===== src/rtl/lfsr_stream_gen.sv =====
// Parametrised Galois/Fibonacci LFSR word generator with a valid/ready output,
// multi-step advance, zero-seed replacement and a 1-based period counter.
//
// state    | meaning
// UNSEEDED | after reset; enable ignored until the first load_evt
// RUN      | seeded; words are produced while enable is high
module lfsr_stream_gen #(
  parameter int unsigned          BIT_WIDTH = 8,
  parameter logic [BIT_WIDTH-1:0] POLY      = 8'hB8,
  parameter int unsigned          MODE      = 0,
  parameter int unsigned          STEPS     = 1
) (
  input  logic                 clk,
  input  logic                 rst,
  input  logic                 enable,
  input  logic                 load_evt,
  input  logic [BIT_WIDTH-1:0] seed_data,
  input  logic                 lfsr_rdy,
  output logic                 lfsr_vld,
  output logic [BIT_WIDTH-1:0] lfsr_data,
  output logic                 lfsr_done,
  output logic [BIT_WIDTH-1:0] period_cnt,
  output logic                 seed_zero_err
);

  typedef enum logic {UNSEEDED = 1'b0, RUN = 1'b1} fsm_t;

  fsm_t                 fsm_q, fsm_d;
  logic [BIT_WIDTH-1:0] state_q, state_d;
  logic [BIT_WIDTH-1:0] seed_q, seed_d;
  logic [BIT_WIDTH-1:0] data_q, data_d;
  logic [BIT_WIDTH-1:0] cnt_q, cnt_d;
  logic                 vld_q, vld_d;
  logic                 done_q, done_d;
  logic                 zerr_q, zerr_d;
  logic [BIT_WIDTH-1:0] next_state;
  logic [BIT_WIDTH-1:0] seed_load;
  logic                 advance;

  function automatic logic [BIT_WIDTH-1:0] step1(input logic [BIT_WIDTH-1:0] s);
    if (MODE == 0) step1 = s[0] ? ((s >> 1) ^ POLY) : (s >> 1);
    else           step1 = {s[BIT_WIDTH-2:0], ^(s & POLY)};
  endfunction

  always_comb begin
    next_state = state_q;
    for (int unsigned i = 0; i < STEPS; i++) next_state = step1(next_state);
  end

  // An all-zero seed would lock the register, so it is swapped for all-ones.
  assign seed_load = (seed_data == '0) ? '1 : seed_data;
  assign advance   = (fsm_q == RUN) && enable && (!vld_q || lfsr_rdy) && !load_evt;

  always_comb begin
    fsm_d   = fsm_q;
    state_d = state_q;
    seed_d  = seed_q;
    data_d  = data_q;
    cnt_d   = cnt_q;
    vld_d   = vld_q;
    done_d  = done_q;
    zerr_d  = 1'b0;
    if (load_evt) begin
      fsm_d   = RUN;
      state_d = seed_load;
      seed_d  = seed_load;
      cnt_d   = '0;
      vld_d   = 1'b0;
      done_d  = 1'b0;
      zerr_d  = (seed_data == '0);
    end else if (advance) begin
      data_d  = state_q;
      vld_d   = 1'b1;
      state_d = next_state;
      done_d  = (next_state == seed_q);
      cnt_d   = done_q ? BIT_WIDTH'(1) : cnt_q + BIT_WIDTH'(1);
    end else if (lfsr_rdy) begin
      vld_d = 1'b0;
    end
  end

  always_ff @(posedge clk) begin
    if (rst) begin
      fsm_q   <= UNSEEDED;
      state_q <= '0;
      seed_q  <= '0;
      data_q  <= '0;
      cnt_q   <= '0;
      vld_q   <= 1'b0;
      done_q  <= 1'b0;
      zerr_q  <= 1'b0;
    end else begin
      fsm_q   <= fsm_d;
      state_q <= state_d;
      seed_q  <= seed_d;
      data_q  <= data_d;
      cnt_q   <= cnt_d;
      vld_q   <= vld_d;
      done_q  <= done_d;
      zerr_q  <= zerr_d;
    end
  end

  assign lfsr_vld      = vld_q;
  assign lfsr_data     = data_q;
  assign lfsr_done     = done_q;
  assign period_cnt    = cnt_q;
  assign seed_zero_err = zerr_q;

endmodule


===== config.mk =====
export PLATFORM = sky130hd
export DESIGN_NAME = lfsr_stream_gen
export DESIGN_NICKNAME = d
export VERILOG_FILES = /design/src/rtl/lfsr_stream_gen.sv
export SDC_FILE = /design/constraint.sdc
export NUM_CORES = 1
export LEC_CHECK = 0
export BUFFER_PORTS_ARGS = -buffer_cell sky130_fd_sc_hd__clkbuf_2
export CORE_MARGIN = 3
export CORE_UTILIZATION = 53
export CTS_CLUSTER_DIAMETER = 120
export DETAILED_ROUTE_END_ITERATION = 16
export GPL_ROUTABILITY_DRIVEN = 0
export PLACE_DENSITY_LB_ADDON = 0.05
export SYNTH_ARGS = -nofsm -noshare
export SYNTH_HDL_FRONTEND = slang
export SYNTH_SLANG_ARGS = --single-unit

===== constraint.sdc =====
create_clock -name clk -period 2 [get_ports clk]
set_clock_uncertainty 0.05 [all_clocks]
set_input_delay 0.2 -clock clk [delete_from_list [all_inputs] [get_ports clk]]
set_output_delay 0.2 -clock clk [all_outputs]
set_load 0.02 [all_outputs]

==> qor.yml <==
run_status:
  outcome: "finished, final reports clean"
worst_setup_path:
  start_kind: "flop"
  cp-startpoint: "fsm_q$_SDFFE_PP0P_"
  worstPathRequired_ns: 2.24
  end_kind: "flop"
  cp.arrival_ns: 1.95
  crit_type: "reg -> reg"
  timing.rr.start: "fsm_q$_SDFFE_PP0P_"
  worstRegToRegCells: 4
  slowest_delay_ns: 0.56
  crit_path_end: "period_cnt[5]$_SDFFE_PP0P_"
  r2r_slack_ns: 0.28
  r2r-end: "period_cnt[5]$_SDFFE_PP0P_"
  crit_path_cell_trace: "nand2_1, or4_4, or3_1, a21oi_1"
  slowest_stage: "or4_4"
  cp_max_fo: 8
logic_synthesis:
  syn-num-nets: 196
  yosysMostFrequentCell: "dfxtp_1"
  synth-edff-count: 0
  synth_top_area_frac: 0.461
  synthesis.area_sq_um: 1560
  synth-seq-cells: 36
  yosysWarnings: 0
  syn_inst: 182
  synth_commonest_cells: "dfxtp_1, nand2_1, nor2_1"
  synthTopCellsByArea: "dfxtp_1, nand2_1, a21oi_1"
  synth-seq-area-share: 0.461
  avgSynthCellArea_sq_um: 8.59
  synth_ff_type: "dfxtp_1"
  ys_types: 35
  synth_largest_area_cell: "dfxtp_1"
  postSynth.asyncResetShare: 0
pwr:
  combPwrFrac: 0.101
  power_density_nw_per_um2: 781
  power_leakage_nw: 0.722
  max-vdd-ir-drop_mv: 0.592
  p_int_w: 0.00106
  switching_power_w: 0.000367
  clkPwrFrac: 0.358
  finalPower_w: 0.00143
  switching_share: 0.256
  p_seq_frac: 0.541
clocking:
  cts_made_buffers: 5
  cts-resized-gates: 0
  cts_max_level: 2
  clockBufferDepth: 2
  cts-root-buf: "clkbuf_4"
  post-cts-setup-buffers: 0
  postCtsHoldBufs: 0
  clkTransAtPathRegs_ns: 0.11
  clock_latency_ns: 0.35
  tritoncts: "built"
  cts.sinks: 36
final_layout:
  drive_gt1_frac: 0.240
  syn_to_final_growth_pct: 17.2
  n_antenna_cell: 0
  design_area_sq_um: 1830
  fin_nets: 230
  layout.cells.non_filler: 248
  fillers: 251
die:
  die_x_microns: 60.3
  coreArea_sq_um: 2780
  start_util: 0.562
  ios: 32
  die-area_sq_um: 3640
  num_rows: 19
  fp.dieH_microns: 60.3
place:
  dp_hpwl_microns: 2550
  io_buffers: 31
  pre_cts_slack_ns: 0.285
  postPlaceCellArea_sq_um: 1750
  place_inst: 240
route:
  dr_wl_met2_microns: 1700
  drt_iter0_markers: 63
  ant_nets: 0
  drt-total-wl_microns: 3470
  wl_per_cell_microns: 14.0
  vias_per_cell: 5.83
  dr.pass1.iters: 4
  wl_met1_microns: 1490
  route.met3.wl_microns: 203
  dr.max_layer_used: "met4"
  vias: 1446
  drc: 0
global_route:
  grt_use_total: 0.213
  grt_pass1_wl_microns: 5640
  grt_pass1_vias: 1308
  antenna_found_initial: 0
  grt_overflow: 0
  grt_max_degree: 24
timing:
  setup_viol: 0
  slew_headroom: 0.745
  worst_slack_ns: 0.283
  fin_crit_sh: 0.859
  max_slew.worst_pin.slew_ns: 0.373
  hold_viol: 0
  max_clock_freq_mhz: 582
  rsz0062_at_grt: "false"
  fin_crit_ns: 1.72
  finalSetupTns_ns: 0
  final_max_slew_viol_count: 0
min_path:
  min_path_cells: 2
  min_from: "seed_data[2]"
  hp-class: "in -> reg"
run:
  maxCapViolCount: 0
[cell families (layout without fill, tap and decap cells)]
family / count (synthesis) / after routing / share of synthesized area
AOI/OAI and AO/OA: 47 / 47 / 0.196
xor gates and xnor gates: 10 / 10 / 0.0560
adders and majority gates: 1 / 1 / 0.00800
buffers and inverters: 14 / 49 / 0.0392
DFF: 36 / 36 / 0.461
muxes: 1 / 1 / 0.00640
and+or+nand+nor: 73 / 73 / 0.234
[worst max-delay path, delay by kind of cell (launching register included)]
kind | cells | cell delay, ns
AOI/OAI and AO/OA | 1 | 0.14
DFF | 1 | 0.36
and+or+nand+nor | 3 | 1.11
[worst min-delay path by stage]
stage / end / slack (ns)
2_1_floorplan: seed_zero_err$_SDFF_PP0_ / 0.23
3_3_place_gp: seed_zero_err$_SDFF_PP0_ / 0.39
3_5_place_dp: seed_zero_err$_SDFF_PP0_ / 0.40
4_1_cts: seed_zero_err$_SDFF_PP0_ / 0.02
5_1_grt: seed_zero_err$_SDFF_PP0_ / 0.02
6_report: seed_zero_err$_SDFF_PP0_ / 0.03
[state kept, by name, summed over array words and instances, names as in the netlist]
register	flops
lfsr_data	8
period_cnt	8
seed_q	8
state_q	8
fsm_q	1
lfsr_done	1
lfsr_vld	1
seed_zero_err	1
[cell usage in the layout, fill, tap and decap left out, types with 2 or more instances in the layout]
cell | Yosys | routed
a2111oi_0 | 2 | 2
a211oi_1 | 4 | 4
a21oi_1 | 16 | 16
a311oi_1 | 5 | 5
buf_4 | 0 | 5
clkbuf_2 | 0 | 31
clkbuf_4 | 0 | 5
dfxtp_1 | 36 | 36
inv_1 | 5 | 5
nand2_1 | 23 | 23
nand3_1 | 2 | 2
nor2_1 | 19 | 19
nor3_1 | 11 | 11
o21ai_0 | 13 | 13
or2_2 | 3 | 3
or3_1 | 6 | 6
or4_4 | 2 | 2
xnor2_1 | 3 | 3
xor2_1 | 7 | 7
[power groups by stage]
stage	registers [W]	clock network [W]	logic, W
final	0.000774	0.000512	0.000145
after global routing	0.000778	0.000556	0.000163
after CTS	0.000774	0.000524	0.000145
after detailed placement	0.000790	0	0.000144
after global placement	0.000790	0	0.000140
after floorplan	0.000785	0	0.0000981
[area by class of cell]
type	instances	area [sq um]	area share
multi-input combinational	132	782	0.427
sequential	36	721	0.393
clock buffer	5	37.5	0.0205
clock inverter	3	42.5	0.0232
tap	31	38.8	0.0212
timing repair buffer	36	193	0.105
inverter	5	18.8	0.0102
[metrics by stage]
| step | hold WS (ns) | util |
|---|---|---|
| final | 0.0310 | 0.659 |
| after global routing | 0.0180 | 0.659 |
| after CTS | 0.0159 | 0.659 |
| after detailed placement | 0.404 | 0.630 |
| after global placement | 0.391 | 0.630 |
| after floorplan | 0.226 | - |
[layer usage]
metal	vias to the layer above	GRT usage
met4	0	0.104
met5	-	0
met3	11	0.0778
met1	681	0.236
li1	720	-
met2	34	0.360
No activity file was read; power rests on OpenSTA's default activity.
